`config.mk`:
```
export PLATFORM = sky130hd
export DESIGN_NAME = reg_file_sb
export DESIGN_NICKNAME = d
export VERILOG_FILES = /design/src/rtl/reg_file_sb.sv
export SDC_FILE = /design/constraint.sdc
export NUM_CORES = 1
export LEC_CHECK = 0
export BUFFER_PORTS_ARGS = -buffer_cell sky130_fd_sc_hd__buf_2
export CORE_AREA = 2 2 460 325
export DETAILED_ROUTE_END_ITERATION = 16
export DIE_AREA = 0 0 462 327
export PLACE_DENSITY = 0.45
export SYNTH_ARGS = -nofsm -noshare
export SYNTH_HDL_FRONTEND = slang
export SYNTH_SLANG_ARGS = --single-unit
```
`constraint.sdc`:
```
create_clock -name clk -period 4.5 [get_ports clk]
set_input_delay 0.675 -clock clk [delete_from_list [all_inputs] [get_ports clk]]
set_output_delay 0.675 -clock clk [all_outputs]
set_load 0.02 [all_outputs]
```
`src/rtl/reg_file_sb.sv`:
```
// Integer register file, 2 read / 1 write, with a post-reset clear sequencer,
// optional write-to-read bypass and a per-register busy scoreboard.
module reg_file_sb #(
  parameter int unsigned XLEN     = 32,
  parameter int unsigned NUM_REGS = 32,
  parameter bit          BYPASS   = 1'b1,
  localparam int unsigned AW      = $clog2(NUM_REGS)
) (
  input  logic            clk,
  input  logic            rst,
  input  logic [AW-1:0]   A1,
  input  logic [AW-1:0]   A2,
  input  logic [AW-1:0]   A3,
  input  logic            WE3,
  input  logic [XLEN-1:0] WD3,
  output logic [XLEN-1:0] RD1,
  output logic [XLEN-1:0] RD2,
  input  logic            rsv_en,
  input  logic [AW-1:0]   rsv_addr,
  output logic            busy1,
  output logic            busy2,
  output logic            ready
);

  localparam int unsigned NumAddr = 1 << AW;

  typedef enum logic [0:0] {StClear, StRun} state_e;

  state_e              state_q;
  logic [AW-1:0]       clr_ptr_q;
  logic                ready_q;
  logic [NUM_REGS-1:0] busy_q, busy_d;
  logic [XLEN-1:0]     regs_q [NUM_REGS];

  // Constant map of addresses that name a real, writable register (excludes x0).
  logic [NumAddr-1:0] addr_ok;
  always_comb begin
    addr_ok = '0;
    for (int i = 0; i < int'(NumAddr); i++) begin
      addr_ok[i] = (i != 0) && (i < int'(NUM_REGS));
    end
  end

  logic run, wr_ok, rsv_ok, hit1, hit2;
  assign run    = (state_q == StRun);
  assign wr_ok  = WE3 && addr_ok[A3];
  assign rsv_ok = rsv_en && addr_ok[rsv_addr];
  assign hit1   = BYPASS && wr_ok && (A3 == A1);
  assign hit2   = BYPASS && wr_ok && (A3 == A2);

  always_comb begin
    RD1   = '0;
    RD2   = '0;
    busy1 = 1'b0;
    busy2 = 1'b0;
    if (run && addr_ok[A1]) begin
      RD1   = hit1 ? WD3 : regs_q[A1];
      busy1 = busy_q[A1] && !hit1;
    end
    if (run && addr_ok[A2]) begin
      RD2   = hit2 ? WD3 : regs_q[A2];
      busy2 = busy_q[A2] && !hit2;
    end
  end

  // Reserve is applied after the write clear so a newer producer keeps the bit set.
  always_comb begin
    busy_d = busy_q;
    if (wr_ok) begin
      busy_d[A3] = 1'b0;
    end
    if (rsv_ok) begin
      busy_d[rsv_addr] = 1'b1;
    end
    busy_d[0] = 1'b0;
  end

  always_ff @(posedge clk) begin
    if (!rst) begin
      state_q   <= StClear;
      clr_ptr_q <= AW'(1);
      ready_q   <= 1'b0;
      busy_q    <= '0;
    end else begin
      unique case (state_q)
        StClear: begin
          if (clr_ptr_q == AW'(NUM_REGS - 1)) begin
            state_q <= StRun;
            ready_q <= 1'b1;
          end else begin
            clr_ptr_q <= clr_ptr_q + AW'(1);
          end
        end
        StRun: begin
          busy_q <= busy_d;
        end
        default: begin
          state_q <= StClear;
        end
      endcase
    end
  end

  // Storage has no reset; the clear sequencer zeroes it one entry per cycle.
  always_ff @(posedge clk) begin
    if (rst) begin
      if (state_q == StClear) begin
        regs_q[clr_ptr_q] <= '0;
      end else if (wr_ok) begin
        regs_q[A3] <= WD3;
      end
    end
  end

  assign ready = ready_q;

endmodule
```
### Word level (Yosys, flattened, before mapping)

Memories as Yosys holds them, arrays and structs flattened.
Cells that the tools add are included.

* register bits after elaboration: 38
* bits in writable memories: 1024
* memory bits (read-only): 128
* input port bits: 56
* output and inout port bits: 67
* word-level logic and storage cells: 71
* memories kept: 5

Memory list
* regs_q: words 32, bits a word 32, read ports 2, clocked after memory_dff 0, write ports 1, line 33 `logic [XLEN-1:0] regs_q [NUM_REGS];`
* (no name shown): words 32, bits a word 1, read ports 1, clocked after memory_dff 0, write ports 0, line 60 `if (run && addr_ok[A2]) begin`
* (no name shown): words 32, bits a word 1, read ports 1, clocked after memory_dff 0, write ports 0, line 56 `if (run && addr_ok[A1]) begin`
* (no name shown): words 32, bits a word 1, read ports 1, clocked after memory_dff 0, write ports 0, line 47 `assign rsv_ok = rsv_en && addr_ok[rsv_addr];`
* (no name shown): words 32, bits a word 1, read ports 1, clocked after memory_dff 0, write ports 0, line 46 `assign wr_ok = WE3 && addr_ok[A3];`

* $add $sub $neg: 1
* magnitude comparators: 6
* equal/unequal tests: 3
* multiplexer cells: 32
* bitwise operators: 5
* reductions and logical operators: 15

Operators by type and width (count)
* $mux W32: 7
* $and A32 B32 Y32: 1
* $not A32 Y32: 1
* $or A32 B32 Y32: 1
* $reduce_or A32 Y1: 1
* $lt A5 B6 Y1 const B: 4
* $mux W1: 20
* $bmux W1 S5: 2
* $demux W1 S5: 2
* $eq A5 B5 Y1: 2
* $ge A5 B1 Y1 const B: 2
* $logic_and A1 B1 Y1: 10
* $add A5 B1 Y5 const B: 1
* $eq A5 B5 Y1 const B: 1
* $mux W5: 1
* $reduce_and A2 Y1: 2
* $logic_not A1 Y1: 2
* $not A1 Y1: 2

### Depth between registers and ports, before layout

Gate-level depths: netlist (run 1).

* word-level depth: 9
* depth in mapped cells: 9
* mapped depth without buffers: 7

### Worst setup path after synthesis (run 1)

No wires, ideal clock.

* path kind: input-to-reg
* start point: input port A3[3]
* end point: memory regs_q[21][0], enable pin
* setup time: 421 ps
* arrival time: 3517 ps
* data required time: 4079 ps
* setup slack: 562 ps
* stages: 9
* buffers on the path: 4
* path through: buf_6 or3_1 buf_4 o311a_1 buf_2 buf_6 o21ai_1 nand2_1 nor2_1

* cells in the longest elaborated chain, start to end: 9
* elaborated cells on any way between the ends: 10

Ends and longest elaborated chain
* from (decl): line 13 `input logic [AW-1:0] A3,`
* $mem_v2 Z32 W1
* $mux W1 (not written as such): line 46
* $logic_and A1 B1 Y1: line 46
* $mux W1: line 109 `end else if (wr_ok) begin`
* $mux W1: line 107 `if (state_q == StClear) begin`
* $mux W1: line 106 `if (rst) begin`
* $mux W1 (not written as such): line 110 `regs_q[A3] <= WD3;`
* $reduce_or A32 Y1 (no line)
* $mux W5 (no line) / $mux W1 (equally long branches)
* to (decl): line 33

Several ways; a longest one is shown, not always the timed one. The select of a mux whose other input is x is not followed.

### Worst setup path in the final report (run 1)

* start point: input port A1[1]
* end point: output port RD1[12]

* cells in the longest elaborated chain, start to end: 4
* elaborated cells on any way between the ends: 8

Ends and longest elaborated chain
* from (decl): line 11 `input logic [AW-1:0] A1,`
* $mem_v2 Z32 W1 / $eq A5 B5 Y1 (equally long branches)
* $mux W1 (not written as such) / $logic_and A1 B1 Y1 (equally long branches): line 56, 48
* $logic_and A1 B1 Y1 / $mux W32 (equally long branches): line 56, 57
* $mux W32 *: line 56
* to (decl): line 16 `output logic [XLEN-1:0] RD1,`

Mark *: on every way between the ends. The rest lies on a longest branch, timed or not. The select of a mux whose other input is x is not followed.

==> flow_summary.toml, run 1 <==
[status]
status = "completed"

[power]
pwr_density_cell_mw_per_mm2 = 367
ir_drop_mv = 0.290
finalPower_mw = 21.7
leakage_nw = 18.9

[synth]
synth_edf_count = 1024
synth_flop_cell = "edfxtp_1"
ys_async_sr_fraction = 0
ys_seq_elements = 1062
synth_area_mm2 = 0.0510
synth-simple-area-share = 0.0256
synth_top_cell_by_area = "edfxtp_1"
synthAdderAreaFrac = 0.000491
synth_cell_types = 52
synthMuxAreaShare = 0.241
synth_compound_area_frac = 0.0885
synth_top_family_by_area = "multiplexers"
yosys_warnings = 0
synthTopCellsByArea = "edfxtp_1 60%, mux4_2 18%, mux2i_1 6.4%, a221oi_1 2.3%, dfxtp_1 1.5%"
syn_inst = 2906
synthXorXnorAreaFrac = 0.00223
synth_top_cell_area_share = 0.603
seq_area_frac_synth = 0.618
synth_nets = 2964
postSynthAreaPerCell_um2 = 17.5

[cts]
root_buffer = "clkbuf_16"
cts_buffers = 110
clk_pin_slew_ns = 0.06
post-cts-setup-buffers = 0
htree_levels = 3
clk_path_buf_depth = 3
cts.sinks = 1062
post_cts_resize_count = 0
cts_hold_buf = 0
cts_tree = "built"
clk_latency_ns = 0.73

[floorplanning]
die_h_um = 327
die-area_mm2 = 0.151
ios = 123
core_area_mm2 = 0.147
rows = 118
initial_utilization = 0.347
die_w_um = 462

[layout]
syn2layout_area_growth_pct = 16.2
fin_nets = 3155
fin_util = 0.403
drive_above_1_share = 0.291
antenna_cells = 0

[timing]
setup_viol = 0
period_needed_ns = 4.21
clock_skew_ns = 0.0212
hold_viol = 0
tns_ns = 0
slew_headroom = 0.147
timing.final.crit_share = 0.935
worst_slew_pin_slew_ns = 1.28
finalMaxSlewViolations = 0
rsz0062_at_grt = "no"
clock.fmax_ghz = 0.238

[drt]
dr.first_iter.drc_count = 3342
vias = 31600
wire_per_inst_um = 34.7
first_pass_iters = 5
vias_per_cell = 6.11
ant_nets = 0
drc = 0
wl_um = 179000

[worst_hold_path]
min_path_cells = 2
min_to = "busy_q[25]"
hold_path_class = "in -> reg"
min_from = "rsv_addr[1]"

[grt]
grt_max_degree = 69
antenna_found_initial = 9
grt_pass1_wl_um = 251000
grt_util_all_layers = 0.236
grt_pass1_vias = 32400
grt_overflow_total = 0

[worst_setup_path]
critPathMaxStageDelay_ns = 0.63
crit_chain = "buf_8 -> buf_12 -> nor2b_4 -> buf_4 -> a221oi_1 -> a22oi_1 -> a21oi_1 -> buf_4 -> a221o_1 -> buf_2"
r2r-end = "regs_q[21][8]"
crit_slowest_cell = "a22oi_1"
start_kind = "input port"
reg2reg_from = "run"
critical_path_class = "in -> out"
end_kind = "output pin"
path_max_fanout = 31
rrSetupSlack_ns = 1.46
critPathRequiredTime_ns = 3.83
arrival_ns = 3.53
path_buf_inv = 5
crit_top_cell = "buf_4"
critPathTopFamily = "compound AO/OA/AOI/OAI gates"
r2r_cells = 8

[placement]
place.gp.congestion = 0.804
port_buffers = 122
dpl.hpwl_um = 110000

[run]
drv_cap = 0
[layout by cell type (no fill, tap or decap), drive strengths merged, types with 36 or more instances in the layout]
cell type and instances:
nand2 49, a221oi 131, nor2 50, clkinv 42, edfxtp 1024, o21bai 65
mux2i 328, a211oi 96, buf 323, clkbuf 145, and2 36, a22oi 65
a21oi 102, dfxtp 38, mux4 398, nor2b 70
[where the power goes]
part,switching [mW],total [mW],leakage (nW),internal (mW)
clock network,3.95,9.20,1.74,5.25
registers,0.0462,10.8,8.81,10.8
logic,1.01,1.70,8.32,0.687
[Yosys cell counts, types with 2 or more instances]
master	n
o21bai_1	65
nor3b_1	5
a21oi_1	100
nand2_1	49
buf_6	10
nor4_1	2
edfxtp_1	1024
dfxtp_1	38
buf_1	15
nand3_1	7
or2_2	2
o21ai_1	3
buf_4	27
a31oi_1	2
a22oi_1	65
nor2b_1	70
buf_2	76
and2_1	36
mux4_2	398
nor2_1	50
a311oi_1	2
o311ai_0	4
clkbuf_1	115
a21boi_0	22
or3_1	3
mux2i_1	328
nand2b_1	6
a211oi_1	96
a221oi_1	131
ha_1	2
o211ai_1	3
a32o_1	8
nand4_1	4
nor3_1	9
inv_1	11
and3_1	3
a21oi_2	2
a221o_1	32
o21ai_0	24
xnor2_1	13
a211o_1	32
o31ai_1	2
[cells by family after synthesis]
group	after synthesis
mux	727
buf+inv	255
fa+ha+maj	2
xor+xnor	13
flops	1062
simple gates	249
compound gates	598
[layer usage]
| metal | track usage | vias to the layer above | part of all wire |
|---|---|---|---|
| met5 | 0 | - | 0.000045 |
| met4 | 0.0640 | 2 | 0.027 |
| met3 | 0.0417 | 259 | 0.072 |
| met2 | 0.356 | 1365 | 0.45 |
| met1 | 0.350 | 17100 | 0.45 |
| li1 | - | 12800 | - |
[worst reg2reg max path, delay by kind of cell, from the launching register on]
family,cells,cell delay (ns)
buffers and inverters,3,0.67
AND/OR/NAND/NOR,3,0.29
flip-flops,1,0.33
AO/OA/AOI/OAI,2,1.40
[area by class of cell]
type / instances / area [µm²]
clock buffers: 145 / 3010
clock inverters: 58 / 541
fillers: 13200 / 87700
inverters: 11 / 41.3
multi-input cells: 1589 / 18500
flip-flops and latches: 1062 / 31500
well taps: 1980 / 2480
repair buffers: 323 / 3090
[metrics by stage]
stage                     instance area [µm²]  std cells  setup slack, ns  hold WS [ns]
after floorplan                         51000       2906            0.562         0.464
after global placement                  55600       4965            0.324         0.483
after detailed placement                55600       4965            0.342         0.489
after CTS                               59200       5168            0.325         0.180
after global routing                    59200       5168           0.0943         0.225
final                                   59200       5168            0.291         0.232
[how the worst max path moves through the flow]
stage / startpoint / end / depth (start not counted)
after floorplan: A3[3] / regs_q[21][0] / 9
after global placement: A1[1] / RD1[12] / 10
after detailed placement: A1[1] / RD1[12] / 10
after CTS: A1[1] / RD1[12] / 10
after global routing: A1[1] / RD1[12] / 10
final: A1[1] / RD1[12] / 10
[sequential cells by signal, indices dropped and copies added (netlist names)]
name,flops
busy_q,31
clr_ptr_q,5
ready,1
regs_q,1024
run,1
Note: power is estimated with default switching activity, not from simulation.
==> inputs of run 2 (changes only) <==
Settings changed: BUFFER_PORTS_ARGS -buffer_cell sky130_fd_sc_hd__buf_2 to -buffer_cell sky130_fd_sc_hd__clkbuf_2, CTS_BUF_LIST set to sky130_fd_sc_hd__clkbuf_8 sky130_fd_sc_hd__clkbuf_16, REMOVE_ABC_BUFFERS set to 1.
==> run 2 against run 1 <==
Against the previous run: maximum frequency is 9.6% higher; via count is 0.60% lower; largest cell class unchanged; critical endpoint is now RD2[28]; combinational power is 3% lower; critical path depth is 2 lower; critical path type unchanged.
==> flow_summary.toml, run 2 (synthesized netlist as in run 1, its figures left out) <==
[placement]
place.gp.congestion = 0.805
dpl.hpwl_um = 104000
dpl.cell_count = 4946
port_buffers = 122

[power]
power_frac_seq = 0.496
p_sw_mw = 5.11
internal-power_mw = 16.7
ir_drop_mv = 0.286
switching_share = 0.234
pwr_density_cell_mw_per_mm2 = 371
clockPowerShare = 0.429
leakage_nw = 18.8
power.share.combinational = 0.076

[timing]
worst_slew_pin_slew_ns = 1.31
timing.final.crit_share = 0.854
clock.fmax_ghz = 0.260
clock_skew_ns = 0.0246
setup_viol = 0
slew_headroom = 0.127
tns_ns = 0
finalMaxSlewViolations = 0
period_needed_ns = 3.84
hold_viol = 0
rsz0062_at_grt = "no"
hold-worst-slack_ns = 0.224

[layout]
drive_above_1_share = 0.288
syn2layout_area_growth_pct = 15.6
largest_reg_flops = 1024
largest_registers = "regs_q (1024), busy_q (31), clr_ptr_q (5)"
final_cell_mix = "1024 x edfxtp_1, 398 x mux4_2, 328 x mux2i_1"
fin_util = 0.401
instances_no_fill = 5154
fin_nets = 3138
final_common_cell = "edfxtp_1"
regMostFlops = "regs_q"

[floorplanning]
initial_utilization = 0.347
core_area_mm2 = 0.147
die_h_um = 327
die-area_mm2 = 0.151
die_w_um = 462
ios = 123
rows = 118

[cts]
cts_tree = "built"
post_cts_resize_count = 0
root_buffer = "clkbuf_16"
cts_buffers = 112
htree_levels = 3
cts.sinks = 1062
clk_path_buf_depth = 3
clk_pin_slew_ns = 0.06
post-cts-setup-buffers = 0
cts_hold_buf = 0
clk_latency_ns = 0.77

[worst_hold_path]
hold_path_class = "in -> reg"

[grt]
grt_pass1_wl_um = 245000
grtUsageMet2 = 0.361
grt_pass1_vias = 32300
antenna_found_initial = 3
grt_most_used_layer = "met2"
grt_util_all_layers = 0.229
grt_max_degree = 87
met3_usage = 0.0385
grt_overflow_total = 0
met1_usage = 0.325

[drt]
vias = 31400
drc = 0
first_pass_iters = 5
dr.first_iter.drc_count = 3302
wl_um = 174000
wire_per_inst_um = 33.7
vias_per_cell = 6.09
ant_nets = 0

[worst_setup_path]
arrival_ns = 3.17
critPathRequiredTime_ns = 3.83
end_kind = "output pin"
start_kind = "input port"
critical_path_class = "in -> out"
path_max_fanout = 11

[status]
status = "completed"

[run]
drv_cap = 0
-- run 2: cell count changes in the layout (fill, tap and decap cells not counted), sizes merged --
cell / delta
buf: -134
bufinv: +2
clkinvlp: +2
clkinv: +12
clkbuf: +84
inv: +18
diode: +2
-- run 2: stage by stage --
| stage | instance area (µm²) | power [mW] | setup slack, ns |
|---|---|---|---|
| after floorplan | 49800 | 11.8 | -0.583 |
| after global placement | 55200 | 12.7 | 0.568 |
| after detailed placement | 55200 | 12.7 | 0.605 |
| after CTS | 58900 | 22.0 | 0.513 |
| after global routing | 58900 | 22.5 | 0.546 |
| final | 58900 | 21.8 | 0.658 |
-- run 2: per-layer routing --
layer | up-vias | wire [µm]
li1 | 12800 | -
met2 | 1293 | 81000
met5 | - | 0
met1 | 17000 | 77100
met3 | 276 | 10300
met4 | 0 | 5350
-- run 2: area by class of cell --
class	instances	area, µm²
fillers	13100	88000
flip-flops and latches	1062	31500
multi-input cells	1589	18500
clock buffers	114	2840
repair buffers	304	2660
well taps	1980	2480
clock inverters	92	837
inverters	11	41.3
diodes	2	5.00
-- run 2: final timing paths --
kind / startpoint / end / slack (ns) / cells past startpoint
max: A3[2] / RD2[28] / 0.66 / 8
min reg2reg: busy_q[7] / busy_q[7] / 0.50 / 2
min: rsv_addr[1] / busy_q[25] / 0.22 / 2
max reg2reg: run / regs_q[7][24] / 1.27 / 8
-- run 2: worst max-delay path: stages --
cell	delay (ns)
clkbuf_2	0.22
or3_1	0.61
o311ai_4	0.33
nor2_1	0.10
and2_2	0.34
buf_4	0.29
a211o_1	0.40
clkbuf_2	0.18
-- run 2: power groups by stage --
stage	combinational [mW]	sequential (mW)	clock [mW]
after global routing	1.74	10.8	9.96
after detailed placement	1.66	11.0	0
after floorplan	0.763	11.0	0
after global placement	1.65	11.0	0
final	1.65	10.8	9.37
after CTS	1.66	10.8	9.56
